## config.mk

```make
export PLATFORM = sky130hd
export DESIGN_NAME = simple_ram
export DESIGN_NICKNAME = d
export VERILOG_FILES = /design/src/rtl/simple_ram.sv
export SDC_FILE = /design/constraint.sdc
export NUM_CORES = 1
export LEC_CHECK = 0
export CORE_ASPECT_RATIO = 1.2
export CORE_UTILIZATION = 66
export DETAILED_ROUTE_END_ITERATION = 12
export PLACE_DENSITY = 0.85
export SLEW_MARGIN = 0
export SYNTH_ARGS = -nofsm -noshare
export SYNTH_HDL_FRONTEND = slang
export SYNTH_SLANG_ARGS = --single-unit
```

## constraint.sdc

```tcl
create_clock -name clk -period 2.9 [get_ports clk]
set_input_delay 0.29 -clock clk [delete_from_list [all_inputs] [get_ports clk]]
set_output_delay 0.29 -clock clk [all_outputs]
set_load 0.005 [all_outputs]
```

## src/rtl/simple_ram.sv

```systemverilog
// simple_ram: single-port synchronous RAM with a registered read port.
//
// Parameters:
//   ADDR_WIDTH - address width; the depth is 2**ADDR_WIDTH words.
//   DATA_WIDTH - word width.
//
// Ports:
//   clk  - clock; all state updates on the rising edge.
//   rst  - synchronous, active-high reset. Clears the whole array and dout.
//   we   - write enable: 1 = write din to addr, 0 = read addr.
//   addr - word address for both writes and reads.
//   din  - write data.
//   dout - registered read data. It is updated on every access and holds
//          between edges. A write also returns din on dout (write-first).

module simple_ram #(
    parameter int unsigned ADDR_WIDTH = 4,
    parameter int unsigned DATA_WIDTH = 8
) (
    input  logic                  clk,
    input  logic                  rst,
    input  logic                  we,
    input  logic [ADDR_WIDTH-1:0] addr,
    input  logic [DATA_WIDTH-1:0] din,
    output logic [DATA_WIDTH-1:0] dout
);

    localparam int unsigned DEPTH = 2 ** ADDR_WIDTH;

    logic [DATA_WIDTH-1:0] mem_q [DEPTH];
    logic [DATA_WIDTH-1:0] dout_d;
    logic [DATA_WIDTH-1:0] dout_q;

    // A write bypasses the array so dout shows the new data on the same edge.
    always_comb begin
        dout_d = mem_q[addr];
        if (we) begin
            dout_d = din;
        end
    end

    // The reset loop clears every word, so this array maps to registers rather
    // than a memory macro. At this size that is the intended implementation.
    always_ff @(posedge clk) begin
        if (rst) begin
            for (int i = 0; i < DEPTH; i++) begin
                mem_q[i] <= '0;
            end
        end else if (we) begin
            mem_q[addr] <= din;
        end
    end

    always_ff @(posedge clk) begin
        if (rst) begin
            dout_q <= '0;
        end else begin
            dout_q <= dout_d;
        end
    end

    assign dout = dout_q;

endmodule

```

Word level (Yosys, flattened, before mapping)
Memory sizes are Yosys's and may differ from the RTL's. A register that Yosys moved wholly into a read port is not among the register bits.
Index checks and enable logic that the tools add are counted.
{"block": "op_classes", "mux": 8, "reduce_logical": 1}
{"operator": "8-bit 2-to-1 mux", "n": 1}
{"operator": "8-bit OR reduction", "n": 1}
{"operator": "1-bit 2-to-1 mux", "n": 6}
{"operator": "4-bit 2-to-1 mux", "n": 1}
{"block": "totals", "input_bits": 15, "output_inout_bits": 8, "ramBits": 128, "ff_bits": 0, "memories": 1}
{"name": "mem_q", "depth": 16, "word_bits": 8, "read_ports": 1, "rd_clocked_by_memory_dff": 1, "wr": 16, "line_no": "30", "source": "logic [DATA_WIDTH-1:0] mem_q [DEPTH];"}

Depth between registers and ports, before layout
Gate-level depths: netlist (run 1).
{"block": "logic_depth", "depth_word": 5, "ltp_mapped": 7, "mapped_depth_nobuf": 4}

Worst setup path after synthesis (run 1)
OpenSTA, ideal clock, no wires.
{"block": "synth_path", "path_type": "input port to flip-flop", "start": "input addr[1]", "end": "memory mem_q[1][0] (enable)", "path_stages": 5, "slack_ns": 0.852, "arrival_ns": 1.662, "path_buffers": 2, "setup_time_ns": 0.387, "t_required_ns": 2.513, "cell_sequence": "buf_6 > buf_6 > nor2b_2 > nand2_4 > o31ai_1"}
{"item": "from (decl)", "line_no": "23", "source": "input logic [ADDR_WIDTH-1:0] addr,"}
{"item": "to (decl)", "line_no": "30"}

==> metrics.yaml, run 1 <==
status: "finished, final reports clean"
cap_violations: 0
numCtsBuffers: 17
nNetsFinal: 500
totalWireLength_um: 14900
hold_buffers: 0
crit_chain: "clkdlybuf4s50_1, nor2b_1, nand2_2, o31ai_1"
rr_worst_depth: 4
clock_latency_ns: 0.42
grt_max_degree: 44
post_cts_buffers: 0
syn_nets: 484
crit_fanout: 13
crit_family: "compound AO/OA/AOI/OAI gates"
critPathRequiredTime_ns: 2.93
initial_core_util_pct: 68.1
layout-drive-gt1-share_pct: 23.7
clk_path_buf_depth: 2
endpoint_kind: "flip-flop"
dr.pass1.iters: 5
fin_tns_setup_ns: 0
avgViaCountPerCell: 6.85
rsz0062_at_grt: "no"
die_area_um2: 10300
synth.avg_cell_area_um2: 13.9
cts_root_buf: "clkbuf_16"
clkTransAtPathRegs_ns: 0.06
worstSetupStartpointType: "input port"
cts_resized: 0
synth_seq_area_share_pct: 61.5
worst_hold_path_type: "in2reg"
setup_viol: 0
p_per_area_nw_per_um2: 696
grt_usage_pct: 31.9
slowest_stage: "o31ai_1"
cts_tree: "built"
vias: 4252
syn_area_um2: 6510
synth_top_flop_cell: "edfxtp_1"
period_needed_ns: 2.27
gp_congestion: 0.902
yosys_warnings: 0
yosysUniqueCellTypes: 42
drc: 0
antenna_left: 0
portBuffers: 22
antennaDiodeCount: 0
core_um2: 9560
worst_slew_pin_slew_ns: 1.29
syn2layout_area_growth_pct: 14.1
cpPeakStageDelay_ns: 1.06
hold_viol: 0
drtIter0Drc: 616
wl_met1_um: 5600
h-tree-depth: 4
fmax_mhz: 441
crit_cells: 4
grt_antenna_before_repair: 0
crit_arrival_ns: 2.30
highest_layer: "met4"
cts.sinks: 136
synth_cells: 469
overflow: 0
path_buf_inv: 1
min_path_cells: 2
pin_count: 23
fin_skew_ns: 0.00729
criticalPathCategory: "in2reg"
async_flop_share_pct: 0
min_period_over_period_pct: 78.2
die_height_um: 111
leakage_nw: 2.42
grt_pass1_wl_um: 23600
die_w_um: 92.7
slew_viol_final: 0
dpl_cell_area_um2: 6750
synth_seq_cells: 136
wl_met2_um: 7550
grt_pass1_vias: 4207
rows: 39
route.met3.wl_um: 1380
design_area_um2: 7420
max-slew-margin-rel_pct: 13.5
synth-edff-count: 128
vdd_drop_max_v: 0.000527
post-dp-hpwl_um: 9330
wl_per_cell_um: 24.0
==> flip-flops by register name, indices dropped and copies added, names as in the netlist <==
signal	flops
dout	8
mem_q	128
==> routing by layer <==
layer  vias to the layer above  track usage (%)
met5                         -                0
met4                         0             13.2
met3                        29             9.40
met2                       252             49.8
met1                      2083             42.2
li1                       1888                -
==> synthesized netlist by cell type (2+ instances only) <==
cell type,count,share of area [%]
nand2_2,2,0.19
mux4_2,11,3.8
nand3b_1,3,0.35
a2111oi_2,3,0.69
clkinv_1,8,0.46
buf_6,8,1.4
nor4_2,4,0.77
a211oi_2,3,0.58
nor2_1,3,0.17
nand2b_1,4,0.38
nor3_1,90,6.9
a221oi_2,6,1.4
buf_2,26,2.0
dfxtp_1,8,2.5
nor3_2,14,2.2
edfxtp_1,128,59
buf_12,2,0.62
o21ai_0,10,0.77
nor4_1,31,3.0
buf_1,2,0.12
clkbuf_1,14,0.81
o22ai_1,13,1.2
o31ai_1,4,0.46
o21bai_1,3,0.35
a221oi_1,4,0.54
mux2i_1,42,6.5
buf_4,3,0.35
o21ai_1,4,0.31
nor2b_4,3,0.63
==> cell families (layout without fill, tap and decap cells) <==
logic type | Yosys count | in the layout | share of synthesized area, %
simple gates | 165 | 165 | 16.0
flops | 136 | 136 | 61.5
compound gates | 50 | 50 | 6.32
mux | 53 | 53 | 10.3
buf+inv | 65 | 94 | 5.90
==> metrics by stage <==
stage	setup slack [ns]	util (%)	hold slack, ns	power (mW)	instances
after floorplan	0.852	-	0.359	2.62	469
after global placement	0.453	70.6	0.827	2.74	589
after CTS	0.681	77.6	0.425	5.18	621
after detailed placement	0.227	70.6	0.839	2.76	589
after global routing	0.531	77.6	0.473	5.29	621
final	0.632	77.6	0.451	5.17	621
==> worst register-to-register path: cells and delay by family (launching register included) <==
family | cells | cell delay [ns]
multiplexers | 1 | 0.50
flip-flops | 1 | 0.38
AO/OA/AOI/OAI | 2 | 0.43
AND/OR/NAND/NOR | 1 | 0.15
==> cell usage in the layout, fill, tap and decap left out, types with 2 or more instances in the layout <==
cell | synthesis | routed
edfxtp_1 | 128 | 128
buf_2 | 26 | 3
mux4_2 | 11 | 11
nand2b_1 | 4 | 4
nand2_2 | 2 | 2
nor4_1 | 31 | 31
o22ai_1 | 13 | 13
clkinv_2 | 0 | 2
o21ai_0 | 10 | 10
a221oi_1 | 4 | 4
bufinv_16 | 0 | 6
dfxtp_1 | 8 | 8
nor3_2 | 14 | 14
clkinv_1 | 8 | 8
a2111oi_2 | 3 | 3
clkinvlp_4 | 0 | 2
nand3b_1 | 3 | 3
a211oi_2 | 3 | 3
nor2b_4 | 3 | 3
o21bai_1 | 3 | 3
nor2_1 | 3 | 3
o31ai_1 | 4 | 4
clkdlybuf4s50_1 | 0 | 19
mux2i_1 | 42 | 42
clkbuf_16 | 0 | 17
a221oi_2 | 6 | 6
o21ai_1 | 4 | 4
nor4_2 | 4 | 4
clkinv_4 | 0 | 4
nor3_1 | 90 | 90
buf_4 | 3 | 31
==> final cells by class <==
cell class / count / area, um2
clock inverter: 15 / 249
multi-input combinational: 268 / 2120
sequential: 136 / 4000
tap: 123 / 154
clock buffer: 17 / 425
fill: 544 / 2140
inverter: 9 / 33.8
timing repair buffer: 53 / 438
==> worst paths after layout <==
path,slack [ns],from,to
setup / recovery,0.63,we,mem_q[0][5]
hold / removal,0.45,addr[3],mem_q[0][0]
setup reg to reg,1.30,mem_q[12][4],dout[4]
hold reg to reg,0.85,mem_q[1][7],dout[7]
==> where the power goes <==
group | internal, mW | switching, mW
sequential | 2.26 | 0.0373
clock | 1.61 | 0.820
combinational | 0.159 | 0.279
total | 4.03 | 1.14
No activity file was read; power rests on OpenSTA's default activity.
==> inputs of run 2 (changes only) <==
--- a/config.mk
+++ b/config.mk
@@ -6,9 +6,9 @@
 export NUM_CORES = 1
 export LEC_CHECK = 0
 export CORE_ASPECT_RATIO = 1.2
-export CORE_UTILIZATION = 66
+export CORE_UTILIZATION = 55
 export DETAILED_ROUTE_END_ITERATION = 12
-export PLACE_DENSITY = 0.85
+export PLACE_DENSITY = 0.76
 export SLEW_MARGIN = 0
 export SYNTH_ARGS = -nofsm -noshare
 export SYNTH_HDL_FRONTEND = slang
==> constraint.sdc (replaced) <==
create_clock -name clk -period 2 [get_ports clk]
set_input_delay 0.2 -clock clk [delete_from_list [all_inputs] [get_ports clk]]
set_output_delay 0.2 -clock clk [all_outputs]
set_load 0.005 [all_outputs]
==> metrics.yaml, run 2 (synthesis gave the netlist of run 1 again) <==
worstSetupStartpointType: "input port"
criticalPathCategory: "in2reg"
status: "finished, final reports clean"
pin_count: 23  # unchanged
grt_pass1_vias: 4341  # +3.2%
syn2layout_area_growth_pct: 16.3
crit_fanout: 7  # -6
post-dp-hpwl_um: 10100  # +7.9%
vias: 4304  # +1.2%
fmax_mhz: 590
setup_ws_ns: 0.304  # -0.327 ns
grtUsageMet1_pct: 35.0  # -7.2 points
antennaDiodeCount: 0  # unchanged
overflow: 0  # unchanged
crit_family: "buffers and inverters"
critPathRequiredTime_ns: 2.12  # -0.81 ns
hp-start: "addr[3]"
hold_buffers: 0  # unchanged
setup_viol: 0  # unchanged
vdd_drop_max_v: 0.000384  # -27%
clk_path_buf_depth: 2  # unchanged
rows: 43  # +10%
path_buf_inv: 2  # +1
cts.sinks: 136  # unchanged
h-tree-depth: 4  # unchanged
die_w_um: 101  # +9.3%
portBuffers: 22  # unchanged
clkTransAtPathRegs_ns: 0.06  # about the same
rr_worst_depth: 4  # unchanged
min_path_cells: 2  # unchanged
post-place-ws_ns: -0.133  # -0.360 ns
dr.pass1.iters: 5  # unchanged
r2r_end: "dout[5]"
totalWireLength_um: 15200  # +2.1%
regToRegStartpoint: "mem_q[4][5]"
worst_hold_path_type: "in2reg"
grt_busiest_layer: "met2"
cpPeakStageDelay_ns: 0.51  # -0.55 ns
met2_usage_pct: 44.3  # -5.4 points
wl_per_cell_um: 22.1  # -8.1%
max-slew-margin-rel_pct: 69.8  # +56 points
die_height_um: 121  # +9.4%
largest_reg_flops: 128  # unchanged
crit_arrival_ns: 1.82  # -0.48 ns
slowest_stage: "clkdlybuf4s50_1"
layout-drive-gt1-share_pct: 27.4  # +3.7 points
die_area_um2: 12300  # +20%
hold_path_end: "mem_q[0][4]"
slew_viol_final: 0  # unchanged
cts_resized: 0  # unchanged
worst_slew_pin_slew_ns: 0.449  # -0.837 ns
p_per_area_nw_per_um2: 885  # +27%
initial_core_util_pct: 56.3  # -12 points
grt_max_degree: 41  # -6.8%
gp_congestion: 0.918  # +1.8%
fin_skew_ns: 0.00665  # -0.000642 ns
rsz0062_at_grt: "no"
post_cts_buffers: 0  # unchanged
period_needed_ns: 1.70
fillers: 844  # +55%
cts_tree: "built"
avgViaCountPerCell: 6.24  # -8.9%
drtIter0Drc: 296  # -52%
antenna_left: 0  # unchanged
nNetsFinal: 535  # +7.0%
leakage_nw: 2.51  # +3.5%
grt_usage_pct: 27.0  # -5.0 points
min_period_over_period_pct: 84.8
final_common_cell: "edfxtp_1"
grt_antenna_before_repair: 0  # unchanged
drc: 0  # unchanged
fin_util_pct: 65.4  # -12 points
grt_pass1_wl_um: 23700  # about the same
r2r_slack_ns: 0.50  # -0.80 ns
regMostFlops: "mem_q"
endpoint_kind: "flip-flop"
numCtsBuffers: 17  # unchanged
clock_latency_ns: 0.41  # about the same
layout_common_cells: "edfxtp_1 (128), nor3_1 (90), buf_4 (65), mux2i_1 (42), nor4_1 (31)"
cts_root_buf: "clkbuf_16"
hold_viol: 0  # unchanged
cap_violations: 0  # unchanged
grt_use_met3_pct: 6.45  # -2.9 points
crit_chain: "clkdlybuf4s50_1, nor2b_1, nand2_2, o21ai_0, buf_4"
core_um2: 11600  # +21%
==> run 2: changes by cell type in the layout (fill, tap and decap cells not counted), sizes merged <==
cell	change
inv	-1
clkinv	+2
clkinvlp	+1
clkbuf	+4
buf	+35
bufinv	-6
==> run 2: metrics by stage <==
| step | instances | setup TNS [ns] | instance area [um2] | power (mW) | hold slack [ns] |
|---|---|---|---|---|---|
| final | 690 | 0 | 7570 | 6.70 | 0.344 |
| after global routing | 690 | 0 | 7570 | 6.86 | 0.358 |
| after CTS | 690 | 0 | 7570 | 6.69 | 0.337 |
| after detailed placement | 658 | -2.65 | 7070 | 4.07 | 0.773 |
| after global placement | 658 | -1.75 | 7070 | 4.04 | 0.764 |
| after floorplan | 469 | 0 | 6510 | 3.80 | 0.269 |
==> run 2: worst max path at each step <==
| stage | start | end | slack [ns] | depth (start not counted) |
|---|---|---|---|---|
| 2_1_floorplan | addr[1] | mem_q[1][0] | 0.04 | 5 |
| 3_3_place_gp | we | mem_q[8][3] | -0.13 | 5 |
| 3_5_place_dp | we | mem_q[8][5] | -0.13 | 5 |
| 4_1_cts | we | mem_q[8][3] | 0.29 | 5 |
| 5_1_grt | we | mem_q[8][3] | 0.19 | 5 |
| 6_report | we | mem_q[8][3] | 0.30 | 5 |
==> run 2: cell type report <==
| cell class | instances | area [um2] | share of cell area (%) |
|---|---|---|---|
| timing repair buffer | 88 | 713 | 9.42 |
| clock inverter | 11 | 58.8 | 0.777 |
| tap | 157 | 196 | 2.60 |
| inverter | 9 | 33.8 | 0.446 |
| sequential | 136 | 4000 | 52.9 |
| multi-input combinational | 268 | 2120 | 28.0 |
| clock buffer | 21 | 440 | 5.82 |
==> run 2: power by group <==
group / switching (mW) / internal, mW
Clock: 1.13 / 1.55
Sequential: 0.0501 / 3.28
Combinational: 0.417 / 0.273
==> run 2: worst register-to-register path, cell delays in order, from the launching register on <==
cell and delay (ns):
edfxtp_1 0.40, mux4_2 0.50, nor2b_4 0.15, a211oi_2 0.24
a2111oi_2 0.08
==> run 2: metal layers <==
metal	wire, um	up-vias
li1	-	1959
met5	0	-
met2	7880	185
met4	185	0
met1	6140	2140
met3	1020	20
==> inputs of run 3 (changes only) <==
==> constraint.sdc (replaced) <==
create_clock -name clk -period 1.4 [get_ports clk]
set_input_delay 0.14 -clock clk [delete_from_list [all_inputs] [get_ports clk]]
set_output_delay 0.14 -clock clk [all_outputs]
set_load 0.005 [all_outputs]
==> metrics.yaml, run 3 (synthesis gave the netlist of run 1 again) <==
status: "finished with violations"
violations: "setup timing"
combPwrFrac_pct: 11.4  # +1.1 points
drtIter0Drc: 362  # +22%
internal_power_mw: 7.97  # +56%
grt_antenna_before_repair: 0  # unchanged
endpoint_kind: "flip-flop"
die_area_um2: 12300  # unchanged
pin_count: 23  # unchanged
h-tree-depth: 4  # unchanged
syn2layout_area_growth_pct: 26.8
nNetsFinal: 561  # +4.9%
overflow: 0  # unchanged
fillers: 722  # -14%
cap_violations: 0  # unchanged
largest_reg_flops: 128  # unchanged
vdd_drop_max_v: 0.000684  # +78%
hold_viol: 0  # unchanged
clk_path_buf_depth: 2  # unchanged
crit_fanout: 1  # -6
fin_skew_ns: 0.00691  # +0.000262 ns
regMostFlops: "mem_q"
layout-drive-gt1-share_pct: 35.2  # +7.8 points
avgViaCountPerCell: 6.31  # +1.1%
post-dp-hpwl_um: 11100  # +10%
portBuffers: 22  # unchanged
setup_viol: 2  # +2
rsz0062_at_grt: "yes"
antenna_left: 0  # unchanged
p_sw_share_pct: 23.1  # -0.69 points
antennaDiodeCount: 0  # unchanged
p_per_area_nw_per_um2: 1260  # +42%
pwr-share-clk_pct: 42.6  # +2.6 points
drc: 0  # unchanged
totalWireLength_um: 16300  # +7.1%
min_period_over_period_pct: 103
die_height_um: 121  # unchanged
slew_viol_final: 0  # unchanged
place_inst: 683  # +3.8%
period_needed_ns: 1.44
grt_max_degree: 18  # -56%
fmax_mhz: 696
clock_latency_ns: 0.42  # about the same
layout_common_cells: "edfxtp_1 (128), nor3_1 (90), buf_4 (68), mux2i_1 (42), nor4_1 (29)"
switchingPower_mw: 2.39  # +50%
cts_tree: "built"
numCtsBuffers: 17  # unchanged
totalPowerFinal_mw: 10.4  # +55%
initial_core_util_pct: 56.3  # unchanged
clkTransAtPathRegs_ns: 0.06  # about the same
final_common_cell: "edfxtp_1"
wl_met2_um: 8460  # +7.3%
gp_congestion: 0.892  # -2.7%
grt_pass1_vias: 4459  # +2.7%
worst_hold_path_type: "in2reg"
dr.pass1.iters: 6  # +1
layout.cells.non_filler: 716  # +3.8%
crit_arrival_ns: 1.73  # -0.09 ns
setup_ws_ns: -0.0363  # -0.341 ns
route.met3.wl_um: 1120  # +10%
post-place-ws_ns: -0.555  # -0.422 ns
fin_util_pct: 71.3  # +5.9 points
vias: 4517  # +4.9%
worstSetupStartpointType: "flip-flop"
rows: 43  # unchanged
worst_slew_pin_slew_ns: 0.448  # -0.000760 ns
die_w_um: 101  # unchanged
grt_pass1_wl_um: 24800  # +5.0%
criticalPathCategory: "reg2reg"
cts_root_buf: "clkbuf_16"
max-slew-margin-rel_pct: 69.8  # about the same
critPathRequiredTime_ns: 1.70  # -0.42 ns
wl_per_cell_um: 22.8  # +3.2%
grt_usage_pct: 28.5  # +1.5 points
leakage_nw: 2.86  # +14%
highest_layer: "met4"
cts.sinks: 136  # unchanged
seqPwrFrac_pct: 46.0  # -3.7 points
core_um2: 11600  # unchanged
wl_met1_um: 6110  # -0.54%
[run 3: power by group through the flow]
stage | clock network [mW] | logic (mW) | registers (mW)
final | 4.41 | 1.18 | 4.76
after global routing | 4.59 | 1.24 | 4.78
after CTS | 4.42 | 1.16 | 4.76
after detailed placement | 0 | 1.14 | 4.84
after global placement | 0 | 1.11 | 4.83
after floorplan | 0 | 0.668 | 4.81
[run 3: per-stage QoR]
step	setup TNS, ns	instance area, um2	hold slack, ns
2_1_floorplan	-3.74	6680	0.209
3_3_place_gp	-87.77	7580	0.819
3_5_place_dp	-98.30	7580	0.828
4_1_cts	-0.0760	8200	0.367
5_1_grt	-0.159	8250	0.199
6_report	-0.0548	8250	0.193
[run 3: worst paths after layout]
| kind | from | end | slack [ns] | cells after the start |
|---|---|---|---|---|
| worst max-delay path | mem_q[14][4] | dout[4] | -0.04 | 4 |
| worst min-delay path | rst | dout[4] | 0.19 | 3 |
| worst max register to register | mem_q[14][4] | dout[4] | -0.04 | 4 |
| worst min register to register | mem_q[12][6] | dout[6] | 0.86 | 4 |
[run 3: timing repair]
action / CTS / global route
hold buffers: 0 / 0
endpoints found under the setup margin: 95 / 28
pin swaps: 9 / 1
endpoints found under the hold margin: 0 / 0
gates resized for setup: 14 / 12
buffers inserted: 1 / 0
[run 3: critical path: stages, from the launching register on]
cell and delay (ns):
edfxtp_1 0.38, mux4_2 0.50, nor2b_4 0.14, a211oi_2 0.22
a2111oi_2 0.08
[run 3: cell type report]
cell class | count | area [um2] | share of cell area (%)
repair buffers | 114 | 1140 | 13.8
inverters | 9 | 33.8 | 0.409
well taps | 157 | 196 | 2.38
clock inverters | 15 | 159 | 1.93
flip-flops and latches | 136 | 4010 | 48.5
clock buffers | 17 | 425 | 5.15
multi-input cells | 268 | 2300 | 27.8
[run 3: layer usage]
metal,vias up,GRT usage (%)
li1,2014,-
met1,2226,35.1
met2,232,47.4
met3,45,5.13
met4,0,15.6
met5,-,0
